### config.mk
export PLATFORM = sky130hd
export DESIGN_NAME = hazard_ctrl
export DESIGN_NICKNAME = d
export VERILOG_FILES = /design/src/rtl/hazard_ctrl.sv
export SDC_FILE = /design/constraint.sdc
export NUM_CORES = 1
export LEC_CHECK = 0
export CAP_MARGIN = 20
export CORE_ASPECT_RATIO = 1.75
export CORE_UTILIZATION = 51
export DETAILED_ROUTE_END_ITERATION = 7
export HOLD_SLACK_MARGIN = 0.06
export PLACE_DENSITY_LB_ADDON = 0.1
export RECOVER_POWER = 25
export SYNTH_ARGS = -nofsm -noshare
export SYNTH_HDL_FRONTEND = slang
export SYNTH_SLANG_ARGS = --single-unit
export TNS_END_PERCENT = 20
### constraint.sdc
create_clock -name clk -period 1.9 [get_ports clk]
set_input_delay 0.38 -clock clk [delete_from_list [all_inputs] [get_ports clk]]
set_output_delay 0.38 -clock clk [all_outputs]
set_load 0.005 [all_outputs]
### src/rtl/hazard_ctrl.sv
// Hazard sequencer for the 5-stage RV64 pipeline: load-use stall, redirect flush,
// ID->EX forward selects and multi-cycle mul/div occupancy of EX.
module hazard_ctrl #(
  parameter int MD_LAT = 8,
  parameter int REG_AW = 5
) (
  input  logic              clk,
  input  logic              rst,
  input  logic              id_valid,
  input  logic [REG_AW-1:0] id_rs1,
  input  logic [REG_AW-1:0] id_rs2,
  input  logic              id_use_rs1,
  input  logic              id_use_rs2,
  input  logic [REG_AW-1:0] id_rd,
  input  logic              id_regwrite,
  input  logic              id_is_load,
  input  logic              id_is_md,
  input  logic              ex_redirect,
  output logic              stall,
  output logic              flush_if,
  output logic              flush_id,
  output logic              md_busy,
  output logic [1:0]        fwd_a,
  output logic [1:0]        fwd_b
);

  typedef enum logic {RUN, MD_BUSY} state_t;

  typedef struct packed {
    logic              v;
    logic [REG_AW-1:0] rd;
    logic              wr;
    logic              ld;
  } slot_t;

  localparam logic [7:0] MD_LOAD = 8'(MD_LAT - 1);

  state_t     state;
  logic [7:0] cnt;
  slot_t      ex_s;
  slot_t      mem_s;

  logic       ex_wr, mem_wr;
  logic       hit_ex_a, hit_ex_b, hit_mem_a, hit_mem_b;
  logic       lu_haz, in_md, issue;
  logic [1:0] fwd_a_nxt, fwd_b_nxt;

  // A slot targeting x0 never produces a value anyone can depend on.
  function automatic logic is_writer(input slot_t s);
    return s.v && s.wr && (s.rd != '0);
  endfunction

  assign ex_wr     = is_writer(ex_s);
  assign mem_wr    = is_writer(mem_s);
  assign hit_ex_a  = id_use_rs1 & ex_wr  & (id_rs1 == ex_s.rd);
  assign hit_ex_b  = id_use_rs2 & ex_wr  & (id_rs2 == ex_s.rd);
  assign hit_mem_a = id_use_rs1 & mem_wr & (id_rs1 == mem_s.rd);
  assign hit_mem_b = id_use_rs2 & mem_wr & (id_rs2 == mem_s.rd);
  assign lu_haz    = ex_s.ld & (hit_ex_a | hit_ex_b);
  assign in_md     = (state == MD_BUSY);

  // Redirect is ignored while a mul/div owns EX; rst masks the combinational
  // outputs so every output reads 0 for as long as reset is held.
  assign stall    = ~rst & id_valid & (in_md | (lu_haz & ~ex_redirect));
  assign flush_if = ~rst & ex_redirect & ~in_md;
  assign flush_id = flush_if;
  assign issue    = id_valid & ~stall & ~flush_id;

  always_comb begin
    // NOTE: defaults first, so no branch leaves a select unassigned and infers a latch.
    fwd_a_nxt = 2'd0;
    fwd_b_nxt = 2'd0;
    if (hit_ex_a && !ex_s.ld) fwd_a_nxt = 2'd1;
    else if (hit_mem_a)       fwd_a_nxt = 2'd2;
    if (hit_ex_b && !ex_s.ld) fwd_b_nxt = 2'd1;
    else if (hit_mem_b)       fwd_b_nxt = 2'd2;
  end

  // The WB slot is never consulted (the register file bypasses its own write),
  // so the MEM slot simply retires instead of shifting into a dead register.
  always_ff @(posedge clk or posedge rst) begin
    if (rst) begin
      // NOTE: the shadow slots are control state, not data storage, so they are reset.
      state   <= RUN;
      cnt     <= '0;
      ex_s    <= '0;
      mem_s   <= '0;
      fwd_a   <= 2'd0;
      fwd_b   <= 2'd0;
      md_busy <= 1'b0;
    end else begin
      // NOTE: non-blocking throughout so every slot shifts from its pre-edge value.
      case (state)
        RUN: begin
          mem_s <= ex_s;
          ex_s  <= issue ? {1'b1, id_rd, id_regwrite, id_is_load} : '0;
          fwd_a <= issue ? fwd_a_nxt : 2'd0;
          fwd_b <= issue ? fwd_b_nxt : 2'd0;
          if (issue && id_is_md) begin
            state   <= MD_BUSY;
            cnt     <= MD_LOAD;
            md_busy <= 1'b1;
          end
        end
        MD_BUSY: begin
          mem_s <= '0;
          cnt   <= cnt - 8'd1;
          if (cnt == 8'd1) begin
            state   <= RUN;
            md_busy <= 1'b0;
          end
        end
        default: state <= RUN;
      endcase
    end
  end

endmodule
==> results of run 1 <==
==> cell families (layout without fill, tap and decap cells) <==
| kind of cell | after synthesis | in the layout | synth area share [%] |
|---|---|---|---|
| buffers and inverters | 12 | 82 | 3.56 |
| AOI/OAI and AO/OA | 31 | 31 | 14.5 |
| and+or+nand+nor | 67 | 68 | 22.0 |
| xor gates and xnor gates | 25 | 25 | 13.5 |
| adders and majority gates | 2 | 2 | 1.55 |
| DFF | 29 | 29 | 44.9 |
==> flip-flops by register name, summed over array words and instances, names as in the netlist <==
name / flops
fwd_b: 2
fwd_a: 2
cnt: 8
ex_s: 8
md_busy: 1
mem_s: 7
in_md: 1
==> power groups by stage <==
stage	Combinational, mW	Sequential [mW]	Clock (mW)
CTS	0.302	0.761	0.501
finish	0.311	0.763	0.488
global placement	0.273	0.767	0
floorplan	0.153	0.757	0
detailed placement	0.287	0.773	0
global route	0.341	0.769	0.521
==> placed cells by master (no fill, tap or decap), drive strengths merged, types with 3 or more instances in the layout <==
cell	Yosys	layout
a31oi	3	3
nor3	3	3
buf	4	39
a21oi	4	4
nor4	5	5
clkbuf	3	6
nor2b	11	11
nor2	7	7
xnor2	7	7
and2	3	4
inv	5	5
xor2	18	18
nand3	11	11
dlygate4sd2	0	4
nand2	19	19
o21ai	13	13
a22o	4	4
dfrtp	29	29
clkdlybuf4s50	0	23
==> routing by layer <==
metal | share of wire [%] | up-vias | routed length, µm
met5 | 0 | - | 0
met3 | 3.1 | 15 | 136
met1 | 34 | 727 | 1490
li1 | - | 710 | -
met4 | 5.0 | 0 | 215
met2 | 57 | 46 | 2490
==> repair_timing <==
item                                   CTS  global route
cloned                                   1             0
gates resized for setup                 24            11
endpoints found under the hold margin    0             0
setup endpoints to repair               23            23
pin swaps                                8             9
buffers inserted                         9             1
==> cells in the mapped netlist, drive strengths merged <==
library cell / instances / area [µm²]
a211o: 1 / 8.76
a21o: 1 / 7.51
a21oi: 4 / 20.0
a22o: 4 / 35.0
a31oi: 3 / 18.8
a32o: 2 / 20.0
and2: 3 / 21.3
and3: 2 / 12.5
buf: 4 / 27.5
clkbuf: 3 / 11.3
dfrtp: 29 / 726
ha: 2 / 25.0
inv: 5 / 18.8
nand2: 19 / 71.3
nand3: 11 / 55.1
nand4: 1 / 6.26
nor2: 7 / 28.8
nor2b: 11 / 68.8
nor3: 3 / 15.0
nor4: 5 / 31.3
nor4b: 1 / 8.76
nor4bb: 1 / 10.0
o2111ai: 1 / 15.0
o211ai: 1 / 7.51
o21ai: 13 / 95.1
o21bai: 1 / 7.51
or2: 1 / 6.26
or3b: 1 / 8.76
or4: 1 / 11.3
xnor2: 7 / 61.3
xor2: 18 / 158
==> area by class of cell <==
type,count,share of cell area (%)
clock buffers,6,3.03
clock inverters,2,0.418
inverters,5,0.784
multi-input cells,126,38.2
flip-flops and latches,29,30.4
well taps,42,2.20
repair buffers,69,25.0
==> per-stage QoR <==
stage / hold WS [ns] / instances / area (µm²)
after floorplan: 0.466 / 166 / 1620
after global routing: 0.519 / 279 / 2390
final: 0.481 / 279 / 2390
after detailed placement: 0.476 / 262 / 2170
after global placement: 0.467 / 262 / 2170
after CTS: 0.489 / 279 / 2330
==> worst min-delay path by stage <==
stage	from	endpoint	slack, ns	cells past startpoint
floorplan	rst	cnt[0]	0.47	1
global placement	md_busy	md_busy	0.47	1
detailed placement	md_busy	md_busy	0.48	1
CTS	md_busy	md_busy	0.49	1
global route	md_busy	md_busy	0.52	1
finish	md_busy	md_busy	0.48	1
==> results.sh, run 1 <==
export IMPL_area_growth_syn_to_layout_pct=48.0
export IMPL_cts_tree="built"
export IMPL_num_vias=1498
export IMPL_syn_area_um2=1620
export IMPL_layout_nets=262
export IMPL_leakagePower_nw=1.06
export IMPL_clk_latency_ns=0.29
export IMPL_ys_ff_latch=29
export IMPL_tns_ns=-0.523
export IMPL_post_dp_hpwl_um=3170
export IMPL_htree_levels=2
export IMPL_drt_iter0_drc=30
export IMPL_endpoint_kind="primary output"
export IMPL_synthCells=166
export IMPL_finalMaxSlewViolations=0
export IMPL_cp_required_ns=1.52
export IMPL_dieArea_um2=3410
export IMPL_antenna_found_initial=0
export IMPL_intPower_mw=1.11
export IMPL_fp_row_count=26
export IMPL_maxSlewHeadroom_pct=64.2
export IMPL_clockBufferDepth=2
export IMPL_rr_endpoint="ex_s[7]"
export IMPL_clk_pin_slew_ns=0.06
export IMPL_n_fill_cell=176
export IMPL_violations="negative setup slack"
export IMPL_initial_core_util_pct=54.6
export IMPL_grt_pass1_wl_um=6790
export IMPL_rsz0062_at_grt="true"
export IMPL_peakVddDrop_mv=0.577
export IMPL_register_area_um2=727
export IMPL_cts_sinks=29
export IMPL_switching_share_pct=28.7
export IMPL_n_antenna_cell=0
export IMPL_crit_family="simple AND/OR/NAND/NOR gates"
export IMPL_antenna_left=0
export IMPL_path_cells="buf_6 > or4_4 > o2111ai_4 > inv_2 > a21oi_2 > nor2b_1 > buf_2"
export IMPL_p_sw_mw=0.449
export IMPL_cp_slowest_stage_delay_ns=0.55
export IMPL_drc_errors=0
export IMPL_ctsHoldBuffers=0
export IMPL_grtUsageMet1_pct=24.6
export IMPL_comb_power_share_pct=19.9
export IMPL_finalHoldViolations=0
export IMPL_ff2ff_path_depth=8
export IMPL_vias_per_cell=5.37
export IMPL_top_usage_layer="met2"
export IMPL_grt_util_met3_pct=5.69
export IMPL_crit_fanout=2
export IMPL_wirelength_um=4340
export IMPL_syn_mean_instance_area_um2=9.75
export IMPL_detailedPlace_worstSlack_ns=-0.901
export IMPL_setup_viol=9
export IMPL_crit_cells=7
export IMPL_critPathSlowestCell="or4_4"
export IMPL_grt_pass1_vias=1617
export IMPL_critPathLaunch="ex_s[2]"
export IMPL_r2r_start="ex_s[5]"
export IMPL_cp_start_kind="flip-flop"
export IMPL_p_clk_share_pct=31.2
export IMPL_ys_seq_area_share_pct=44.9
export IMPL_clock_skew_ns=0.00591
export IMPL_die_width_um=44.6
export IMPL_cts_buffers=5
export IMPL_cap_violations=0
export IMPL_die_h_um=76.5
export IMPL_final_core_utilization_pct=80.9
export IMPL_seq_power_share_pct=48.8
export IMPL_overflow=0
export IMPL_period_share_pct=121
export IMPL_port_buffers=31
export IMPL_dr_pass1_iters=5
export IMPL_layout_setup_ws_ns=-0.398
export IMPL_hold_class="reg -> reg"
export IMPL_ys_warnings_count=0
export IMPL_ctsRootBufferMaster="clkbuf_8"
export IMPL_grt_util_all_layers_pct=28.0
export IMPL_drive_gt1_share_pct=30.8
export IMPL_wire_per_inst_um=15.5
export IMPL_min_period_ns=2.30
export IMPL_status="complete, but fails checks"
export IMPL_cp_arrival_ns=1.92
export IMPL_crit_path_end="stall"
export IMPL_use_met2_pct=50.9
export IMPL_worst_path_buf_inv=3
export IMPL_ios=32
export IMPL_setup_worst_path_class="reg -> out"
export IMPL_worstMarginPinSlew_ns=0.532
export IMPL_rrSetupSlack_ns=-0.05
export IMPL_synth_distinct_cells=38
export IMPL_fmax_mhz=435
export IMPL_multiInputGateArea_um2=915
export IMPL_core_area_um2=2960
export IMPL_grt_start_max_net_pins=30
export IMPL_synth_fp_nets=192
export IMPL_gp_congestion=0.869
export IMPL_power_density_nw_per_um2=653
export IMPL_total_power_mw=1.56
Note: power is estimated with default switching activity, not from simulation.
==> run 2, diff against run 1 <==
Settings changed: SETUP_SLACK_MARGIN from default to 0.2.
==> results.sh, run 2 (synthesis gave the netlist of run 1 again) <==
export IMPL_grt_util_all_layers_pct=31.1
export IMPL_area_growth_syn_to_layout_pct=48.6
export IMPL_multiInputGateArea_um2=926
export IMPL_cp_required_ns=1.52
export IMPL_cp_start_kind="flip-flop"
export IMPL_cts_buffers=5
export IMPL_fmax_mhz=425
export IMPL_status="complete, but fails checks"
export IMPL_cap_violations=0
export IMPL_top_regs="cnt: 8 flops, ex_s: 8 flops, mem_s: 7 flops"
export IMPL_initial_core_util_pct=54.6
export IMPL_num_vias=1524
export IMPL_detailedPlace_worstSlack_ns=-0.903
export IMPL_cts_sinks=29
export IMPL_wirelength_um=4660
export IMPL_min_period_ns=2.35
export IMPL_leakagePower_nw=1.07
export IMPL_intPower_mw=1.12
export IMPL_finalHoldViolations=0
export IMPL_final_core_utilization_pct=81.2
export IMPL_maxSlewHeadroom_pct=51.7
export IMPL_antenna_left=0
export IMPL_layout_setup_ws_ns=-0.453
export IMPL_grt_pass1_wl_um=7630
export IMPL_grt_start_max_net_pins=30
export IMPL_most_common_layout_cells="buf_4, dfrtp_1, clkdlybuf4s50_1"
export IMPL_ff2ff_path_depth=8
export IMPL_p_sw_mw=0.462
export IMPL_tns_ns=-0.852
export IMPL_setup_worst_path_class="reg -> out"
export IMPL_die_width_um=44.6
export IMPL_final_cells=280
export IMPL_die_h_um=76.5
export IMPL_power_density_nw_per_um2=658
export IMPL_endpoint_kind="primary output"
export IMPL_drive_gt1_share_pct=32.4
export IMPL_ctsRootBufferMaster="clkbuf_8"
export IMPL_comb_power_share_pct=20.7
export IMPL_vias_per_cell=5.44
export IMPL_dieArea_um2=3410
export IMPL_cp_arrival_ns=1.97
export IMPL_register_area_um2=728
export IMPL_grt_util_met3_pct=4.27
export IMPL_dr_pass1_iters=4
export IMPL_use_met2_pct=56.5
export IMPL_seq_power_share_pct=48.4
export IMPL_top_usage_layer="met2"
export IMPL_grt_pass1_vias=1718
export IMPL_rsz0062_at_grt="true"
export IMPL_core_area_um2=2960
export IMPL_final_common_cell="buf_4"
export IMPL_hold_class="reg -> reg"
export IMPL_antenna_found_initial=0
export IMPL_cts_tree="built"
export IMPL_dpl_cell_count=264
export IMPL_overflow=0
export IMPL_drt_iter0_drc=37
export IMPL_n_antenna_cell=0
export IMPL_drc_errors=0
export IMPL_period_share_pct=124
export IMPL_ios=32
export IMPL_setup_viol=17
export IMPL_worstMarginPinSlew_ns=0.725
export IMPL_violations="negative setup slack"
export IMPL_post_dp_hpwl_um=3170
export IMPL_clk_latency_ns=0.29
export IMPL_switching_share_pct=29.2
export IMPL_hold_path_depth=1
export IMPL_finalMaxSlewViolations=0
export IMPL_wire_per_inst_um=16.7
export IMPL_clock_skew_ns=0.00968
export IMPL_gp_congestion=0.806
export IMPL_htree_levels=2
export IMPL_p_clk_share_pct=30.9
export IMPL_clk_pin_slew_ns=0.06
export IMPL_fp_row_count=26
export IMPL_grtUsageMet1_pct=30.2
export IMPL_clockBufferDepth=2
export IMPL_stdcell_area_um2=2400
export IMPL_port_buffers=31
export IMPL_peakVddDrop_mv=0.580
export IMPL_n_fill_cell=192
export IMPL_layout_nets=263
export IMPL_crit_fanout=4
export IMPL_placed_area_um2=2180
## run 2: changes by cell type in the layout (fill, tap and decap cells not counted), moves of 2 or more
| cell | change |
|---|---|
| buf_2 | +2 |
| buf_4 | -4 |
| buf_6 | +3 |
| clkdlybuf4s15_2 | -2 |
| nor4_2 | +2 |
| o21ai_1 | -2 |
| o21ai_2 | +2 |
## run 2: cell type report
class | count | area share [%]
Clock inverter | 2 | 0.416
Sequential cell | 29 | 30.3
Clock buffer | 6 | 3.02
Multi-Input combinational cell | 126 | 38.5
Timing Repair Buffer | 70 | 24.8
Tap cell | 42 | 2.19
Inverter | 5 | 0.780
## run 2: layer usage
layer,wire length (µm),up-vias,part of all wire (%)
met5,0,-,0
met4,313,0,6.7
met3,145,30,3.1
met2,2660,46,57
met1,1550,731,33
li1,-,717,-
## run 2: power groups by stage
stage	registers [mW]	logic (mW)	clock network, mW
finish	0.766	0.328	0.489
global route	0.772	0.362	0.520
CTS	0.764	0.315	0.495
detailed placement	0.773	0.290	0
global placement	0.767	0.273	0
floorplan	0.757	0.153	0
## run 2: stage by stage
step	power (mW)	hold slack [ns]
after floorplan	0.910	0.466
after global placement	1.04	0.466
after detailed placement	1.06	0.466
after CTS	1.57	0.479
after global routing	1.65	0.485
final	1.58	0.473
## run 2: final timing paths
kind,end,from,slack (ns)
worst max-delay path,stall,ex_s[5],-0.45
worst min-delay path,md_busy,md_busy,0.47
worst max register to register,ex_s[7],ex_s[5],-0.08
worst min register to register,md_busy,md_busy,0.47
max in group asynchronous,ex_s[6],rst,0.75
min in group asynchronous,cnt[5],rst,0.64
## run 2: timing repair
item                                    CTS  global route
cloned                                    1             0
endpoints found under the setup margin   25            23
setup buffers                             7             0
pin swaps                                13            11
resized for setup                        36             9
hold buffers                              0             0
## run 2: critical path, stage by stage, from the launching register on
cell       delay [ns]
dfrtp_1          0.43
or4_4            0.59
o2111ai_4        0.22
inv_2            0.08
a21oi_2          0.17
nor2b_1          0.07
buf_2            0.13
==> run 3, diff against run 2 <==
Settings changed: SLEW_MARGIN from default to 5.
==> results of run 3 <==
No change in the layout: final DEF, timing and power equal those of run 2.
